File: config.mk
export PLATFORM = sky130hd
export DESIGN_NAME = mmio_bus_arbiter
export DESIGN_NICKNAME = d
export VERILOG_FILES = /design/src/rtl/mmio_bus_arbiter.sv
export SDC_FILE = /design/constraint.sdc
export NUM_CORES = 1
export LEC_CHECK = 0
export ABC_AREA = 1
export BUFFER_PORTS_ARGS = -buffer_cell sky130_fd_sc_hd__buf_2
export CAP_MARGIN = 10
export CORE_ASPECT_RATIO = 0.5
export CORE_UTILIZATION = 51
export CTS_CLUSTER_DIAMETER = 60
export DETAILED_ROUTE_END_ITERATION = 16
export GPL_TIMING_DRIVEN = 1
export HOLD_SLACK_MARGIN = 0.06
export PLACE_DENSITY = 0.81
export SYNTH_ARGS = -nofsm -noshare
export SYNTH_HDL_FRONTEND = slang
export SYNTH_SLANG_ARGS = --single-unit
File: constraint.sdc
create_clock -name clk -period 3.25 [get_ports clk]
set_clock_uncertainty 0.2 [all_clocks]
set_input_delay 0.4875 -clock clk [delete_from_list [all_inputs] [get_ports clk]]
set_output_delay 0.4875 -clock clk [all_outputs]
set_load 0.1 [all_outputs]
File: src/rtl/mmio_bus_arbiter.sv
// Two-master round-robin arbiter for the shared 16-bit MMIO bus.
// Each transaction is IDLE -> ISSUE -> [WAIT x RD_LAT] -> RESP, with one
// strobe in ISSUE and a one-cycle done pulse to the owner in RESP.
// Every output is a flop. The comb block computes next values, so the
// ISSUE-cycle strobe is already registered on entry to ISSUE.
module mmio_bus_arbiter #(
    parameter int AW     = 16,
    parameter int DW     = 16,
    parameter int RD_LAT = 0
) (
    input  logic          clk,
    input  logic          rst,
    input  logic          m0_req,
    input  logic [AW-1:0] m0_addr,
    input  logic [DW-1:0] m0_wdata,
    input  logic          m0_we,
    input  logic          m0_re,
    output logic          m0_gnt,
    output logic          m0_done,
    output logic [DW-1:0] m0_rdata,
    input  logic          m1_req,
    input  logic [AW-1:0] m1_addr,
    input  logic [DW-1:0] m1_wdata,
    input  logic          m1_we,
    input  logic          m1_re,
    output logic          m1_gnt,
    output logic          m1_done,
    output logic [DW-1:0] m1_rdata,
    output logic [AW-1:0] bus_addr,
    output logic [DW-1:0] bus_wdata,
    output logic          bus_we,
    output logic          bus_re,
    input  logic [DW-1:0] bus_rdata
);

    localparam int CW = 4;  // holds RD_LAT up to 15

    typedef enum logic [1:0] {IDLE, ISSUE, WAIT, RESP} state_t;
    typedef enum logic [1:0] {OP_NOP, OP_WR, OP_RD} op_t;

    state_t        state, state_n;
    op_t           op, op_n;
    logic          owner, owner_n;
    logic          rr, rr_n;
    logic [CW-1:0] cnt, cnt_n;

    logic          m0_gnt_n, m1_gnt_n, m0_done_n, m1_done_n;
    logic [DW-1:0] m0_rdata_n, m1_rdata_n;
    logic [AW-1:0] bus_addr_n;
    logic [DW-1:0] bus_wdata_n;
    logic          bus_we_n, bus_re_n;

    logic          sel, sel_we, sel_re, finish;

    // Next state and next registered outputs; finish marks the read-sample/complete cycle.
    always_comb begin
        state_n     = state;
        op_n        = op;
        owner_n     = owner;
        rr_n        = rr;
        cnt_n       = cnt;
        m0_gnt_n    = m0_gnt;
        m1_gnt_n    = m1_gnt;
        m0_done_n   = 1'b0;
        m1_done_n   = 1'b0;
        m0_rdata_n  = m0_rdata;
        m1_rdata_n  = m1_rdata;
        bus_addr_n  = bus_addr;
        bus_wdata_n = bus_wdata;
        bus_we_n    = 1'b0;
        bus_re_n    = 1'b0;
        sel         = 1'b0;
        sel_we      = 1'b0;
        sel_re      = 1'b0;
        finish      = 1'b0;

        case (state)
            IDLE: begin
                if (m0_req || m1_req) begin
                    // a lone requester wins outright; a tie goes to the RR pointer
                    sel         = (m0_req && m1_req) ? rr : m1_req;
                    sel_we      = sel ? m1_we : m0_we;
                    sel_re      = sel ? m1_re : m0_re;
                    op_n        = sel_we ? OP_WR : (sel_re ? OP_RD : OP_NOP);
                    owner_n     = sel;
                    bus_addr_n  = sel ? m1_addr : m0_addr;
                    bus_wdata_n = sel ? m1_wdata : m0_wdata;
                    bus_we_n    = sel_we;
                    bus_re_n    = !sel_we && sel_re;
                    m0_gnt_n    = !sel;
                    m1_gnt_n    = sel;
                    state_n     = ISSUE;
                end
            end
            ISSUE: begin
                if (op == OP_RD && RD_LAT != 0) begin
                    cnt_n   = CW'(RD_LAT);
                    state_n = WAIT;
                end else begin
                    finish = 1'b1;
                end
            end
            WAIT: begin
                cnt_n = cnt - CW'(1);
                if (cnt == CW'(1)) finish = 1'b1;
            end
            RESP: begin
                m0_gnt_n = 1'b0;
                m1_gnt_n = 1'b0;
                rr_n     = !owner;
                state_n  = IDLE;
            end
            default: state_n = IDLE;
        endcase

        if (finish) begin
            state_n     = RESP;
            bus_addr_n  = '0;
            bus_wdata_n = '0;
            m0_done_n   = !owner;
            m1_done_n   = owner;
            if (op == OP_RD) begin
                if (owner) m1_rdata_n = bus_rdata;
                else       m0_rdata_n = bus_rdata;
            end
        end
    end

    // State and output registers; reset aborts any transaction in flight.
    always_ff @(posedge clk) begin
        if (rst) begin
            state     <= IDLE;
            op        <= OP_NOP;
            owner     <= 1'b0;
            rr        <= 1'b0;
            cnt       <= '0;
            m0_gnt    <= 1'b0;
            m1_gnt    <= 1'b0;
            m0_done   <= 1'b0;
            m1_done   <= 1'b0;
            m0_rdata  <= '0;
            m1_rdata  <= '0;
            bus_addr  <= '0;
            bus_wdata <= '0;
            bus_we    <= 1'b0;
            bus_re    <= 1'b0;
        end else begin
            state     <= state_n;
            op        <= op_n;
            owner     <= owner_n;
            rr        <= rr_n;
            cnt       <= cnt_n;
            m0_gnt    <= m0_gnt_n;
            m1_gnt    <= m1_gnt_n;
            m0_done   <= m0_done_n;
            m1_done   <= m1_done_n;
            m0_rdata  <= m0_rdata_n;
            m1_rdata  <= m1_rdata_n;
            bus_addr  <= bus_addr_n;
            bus_wdata <= bus_wdata_n;
            bus_we    <= bus_we_n;
            bus_re    <= bus_re_n;
        end
    end

endmodule

==> summary.log <==
qor: drt.avgRoutedWirePerCell 10.57 um
qor: die.floorplan.io_pins 158
qor: global_routing.grt_start_max_net_pins 42
qor: yosys.mappedNetlistNets 640
qor: yosys.ys_ff_latch 80
qor: global_routing.use_met2 38.69%
qor: yosys.seq_area_frac_synth 44.35%
qor: cells_and_area.layout-drive-gt1-share 26.16%
qor: placement.detailedPlacementHpwl 5613 um
qor: outcome.outcome finished, final reports clean
qor: die.dieHeight 61.50 um
qor: sta.finalHoldViolCount 0
qor: critical_path.critical_path.cell_chain inv_1, ha_1, nand2_1, inv_1, nand2_2, nand2_4, nand2_1, nand2_2, a21oi_1
qor: yosys.postSynth.asyncResetShare 0%
qor: clocking.cts.htree.levels 3
qor: yosys.yosys_warnings 0
qor: sta.final_critical_path_setup_slack 1179 ps
qor: drt.route.antenna.remaining_nets 0
qor: clocking.holdBufCountCts 0
qor: hold_path.timing.hold.worst.class in2reg
qor: drt.drc 0
qor: cells_and_area.finalNonFillerCells 784
qor: hold_path.min_delay_path_depth 3
qor: cells_and_area.fill_cells 621
qor: sta.fraction_of_the_cycle_the_final_worst_path_needs 63.72%
qor: drt.drtIter0Drc 228
qor: die.core_area 6753 um2
qor: placement.dp.cells 771
qor: yosys.ys_dominant_reg_cell dfxtp_1
qor: critical_path.reg2reg_setup_slack 1180 ps
qor: hold_path.hold-path-endpoint m1_rdata[9]$_SDFFE_PP0P_
qor: critical_path.timing.setup.critical_path_class reg2reg
qor: drt.total_iterations_of_the_first_detailed_routing_run 4
qor: yosys.avgSynthCellArea 6.626 um2
qor: clocking.tritoncts_clock_tree yes
qor: yosys.syn-cell-area 3611 um2
qor: drt.num_vias 3615
qor: global_routing.grt.overflow.total 0
qor: global_routing.grt.met1_usage 25.62%
qor: sta.timing.max_slew.rel_slack 42.45%
qor: critical_path.rr_worst_depth 9
qor: global_routing.met3_usage 10.37%
qor: yosys.synthesis.instances 545
qor: sta.setup-violations-final 0
qor: cells_and_area.syn_to_final_growth 27.62%
qor: die.chipWidth 121 um
qor: hold_path.timing.hold.worst.start bus_rdata[9]
qor: power.p_leak 2.607 nW
qor: clocking.clock_path_buffers 2
qor: sta.tightestPinTransition 861.2 ps
qor: critical_path.rr_endpoint bus_addr[12]$_SDFFE_PP0N_
qor: drt.post_detailed_route_via_to_cell_ratio 4.611
qor: cells_and_area.antenna_cells_inserted 0
qor: global_routing.groute.usage.overall 22.44%
qor: flow_run.max_cap_violations 0
qor: clocking.cts.reportedPaths.clkPinSlew 50 ps
qor: die.floorplan.initialDensity 53.47%
qor: clocking.post_cts_resized 0
qor: power.worst_ir_drop_vdd 0.3851 mV
qor: yosys.post_synth_and_or_nand_nor_area_fraction 37.01%
qor: drt.postRouteWirelength 8288 um
qor: clocking.post_cts_buffers 0
qor: die.die_area 7442 um2
qor: critical_path.critical-path-slowest-cell nand2_2
qor: critical_path.reg2reg_from state[0]$_SDFFE_PP0P_
qor: critical_path.arrival 2050 ps
qor: critical_path.end_kind register
qor: cells_and_area.post-route-util 68.24%
qor: global_routing.grt-busiest-layer met2
qor: global_routing.grt_pass1_wl 12840 um
qor: global_routing.grt_pass1_vias 2926
qor: critical_path.timing.critical_path.from_type register
qor: clocking.cts_inserted_buffers 9
qor: sta.post-route-min-period 2071 ps
qor: yosys.muxShareOfSynthArea 0%
qor: critical_path.peak_per_stage_delay_on_the_critical_path 470 ps
qor: yosys.dominant_combinational_cell_family_by_area_after_synthesis simple AND/OR/NAND/NOR gates
qor: yosys.synthAdderAreaFrac 2.426%
qor: placement.placement.io_buffers 157
qor: clocking.worst_skew_pair.late_latency 330 ps
qor: sta.achievable-frequency 0.4829 GHz
qor: power.report.power.total 2.960 mW
qor: die.floorplan.rows 21
qor: critical_path.timing.critical_path.required 3230 ps
qor: sta.rsz0062_at_grt false
qor: critical_path.critical_path_peak_fanout 32
qor: clocking.clock-sinks 80
qor: global_routing.antenna_violations_before_repair 0
qor: placement.place.gp.congestion 0.7422
qor: sta.setup_total_negative_slack 0 ps
qor: placement.placement.setup.worst_slack 1170 ps
qor: power.power_density 642.2 nW/um2
qor: clocking.cts_root_buffer clkbuf_16
qor: cells_and_area.final_nets 785
qor: yosys.synth_compound_gate_area_share 6.757%
qor: yosys.post_synth_num_cell_types 22
qor: yosys.synth_enable_flop_cells 0
qor: sta.slew_violations 0
qor: yosys.yosys.area_share.xor_xnor 0%
[worst max-delay path, delay by kind of cell, from the launching register on]
| family | cells | cell delay (ps) |
|---|---|---|
| DFF | 1 | 340 |
| AOI/OAI and AO/OA | 1 | 100 |
| and+or+nand+nor | 5 | 810 |
| adders and majority gates | 1 | 290 |
| buffers and inverters | 2 | 180 |
[worst max path at each step]
stage	startpoint	endpoint	cells after the start
2_1_floorplan	state[0]$_SDFFE_PP0P_	bus_addr[0]$_SDFFE_PP0N_	10
3_3_place_gp	m1_req	bus_addr[13]$_SDFFE_PP0N_	6
3_5_place_dp	state[0]$_SDFFE_PP0P_	bus_addr[12]$_SDFFE_PP0N_	9
4_1_cts	state[0]$_SDFFE_PP0P_	bus_addr[12]$_SDFFE_PP0N_	9
5_1_grt	state[0]$_SDFFE_PP0P_	bus_addr[0]$_SDFFE_PP0N_	9
6_report	state[0]$_SDFFE_PP0P_	bus_addr[12]$_SDFFE_PP0N_	9
[logic make-up (layout without fill, tap and decap cells)]
family                     after synthesis  after routing
AOI/OAI and AO/OA                       46             46
adders and majority gates                7              7
buffers and inverters                   73            220
DFF                                     80             80
and+or+nand+nor                        339            339
[sequential cells by signal, summed over array words and instances, names as in the netlist]
signal     cells
bus_addr      16
bus_re         1
bus_wdata     16
bus_we         1
cnt            4
m0_done        1
m0_gnt         1
m0_rdata      16
m1_done        1
m1_gnt         1
m1_rdata      16
op             2
owner          1
rr             1
state          2
[placed cells by master (no fill, tap or decap), drive strengths merged]
master	netlist	routed
a21oi	40	40
a21boi	1	1
clkbuf	3	11
dfxtp	80	80
nor2	82	82
ha	7	7
and3	1	1
buf	22	159
clkinv	1	3
nand3	10	10
o21ai	5	5
nand2	245	245
nor3	1	1
inv	47	47
[per-stage QoR]
step	hold slack [ps]	instance area [um2]
detailed placement	251.7	4365
global route	195.9	4608
CTS	185.1	4608
floorplan	237.4	3611
global placement	249.1	4365
finish	195.1	4608
[per-layer routing]
metal	up-vias	part of all wire (%)	routed length, um
met4	0	1.3	104
met3	12	8.7	725
met2	117	46	3805
met5	-	0	0
met1	1564	44	3652
li1	1922	-	-
[final cells by class]
type | count | area (um2) | share of cell area (%)
well taps | 92 | 115.1 | 2.498
inverters | 48 | 180.2 | 3.910
clock inverters | 2 | 10.01 | 0.2172
multi-input cells | 392 | 1668 | 36.19
repair buffers | 159 | 800.8 | 17.38
clock buffers | 11 | 232.7 | 5.050
flip-flops and latches | 80 | 1602 | 34.75
[where the power goes]
part / leakage, nW / total [mW] / switching, mW / internal (mW)
Clock: 0.121 / 0.848 / 0.347 / 0.501
Combinational: 1.83 / 0.995 / 0.802 / 0.192
Sequential: 0.651 / 1.12 / 0.0474 / 1.07
[cells in the mapped netlist, types with 2 or more instances]
master | number | area [um2]
inv_1 | 44 | 165.2
a21oi_1 | 40 | 200.2
nand2_2 | 3 | 18.77
clkbuf_1 | 3 | 11.26
nand3_4 | 2 | 35.03
ha_1 | 7 | 87.58
inv_2 | 3 | 11.26
nand3_1 | 8 | 40.04
dfxtp_1 | 80 | 1602
nor2_1 | 81 | 304.0
o21ai_0 | 2 | 10.01
buf_6 | 4 | 45.04
buf_2 | 12 | 60.06
buf_4 | 6 | 45.04
o21ai_1 | 3 | 15.01
nand2_1 | 241 | 904.6
Note: power is estimated with default switching activity, not from simulation.
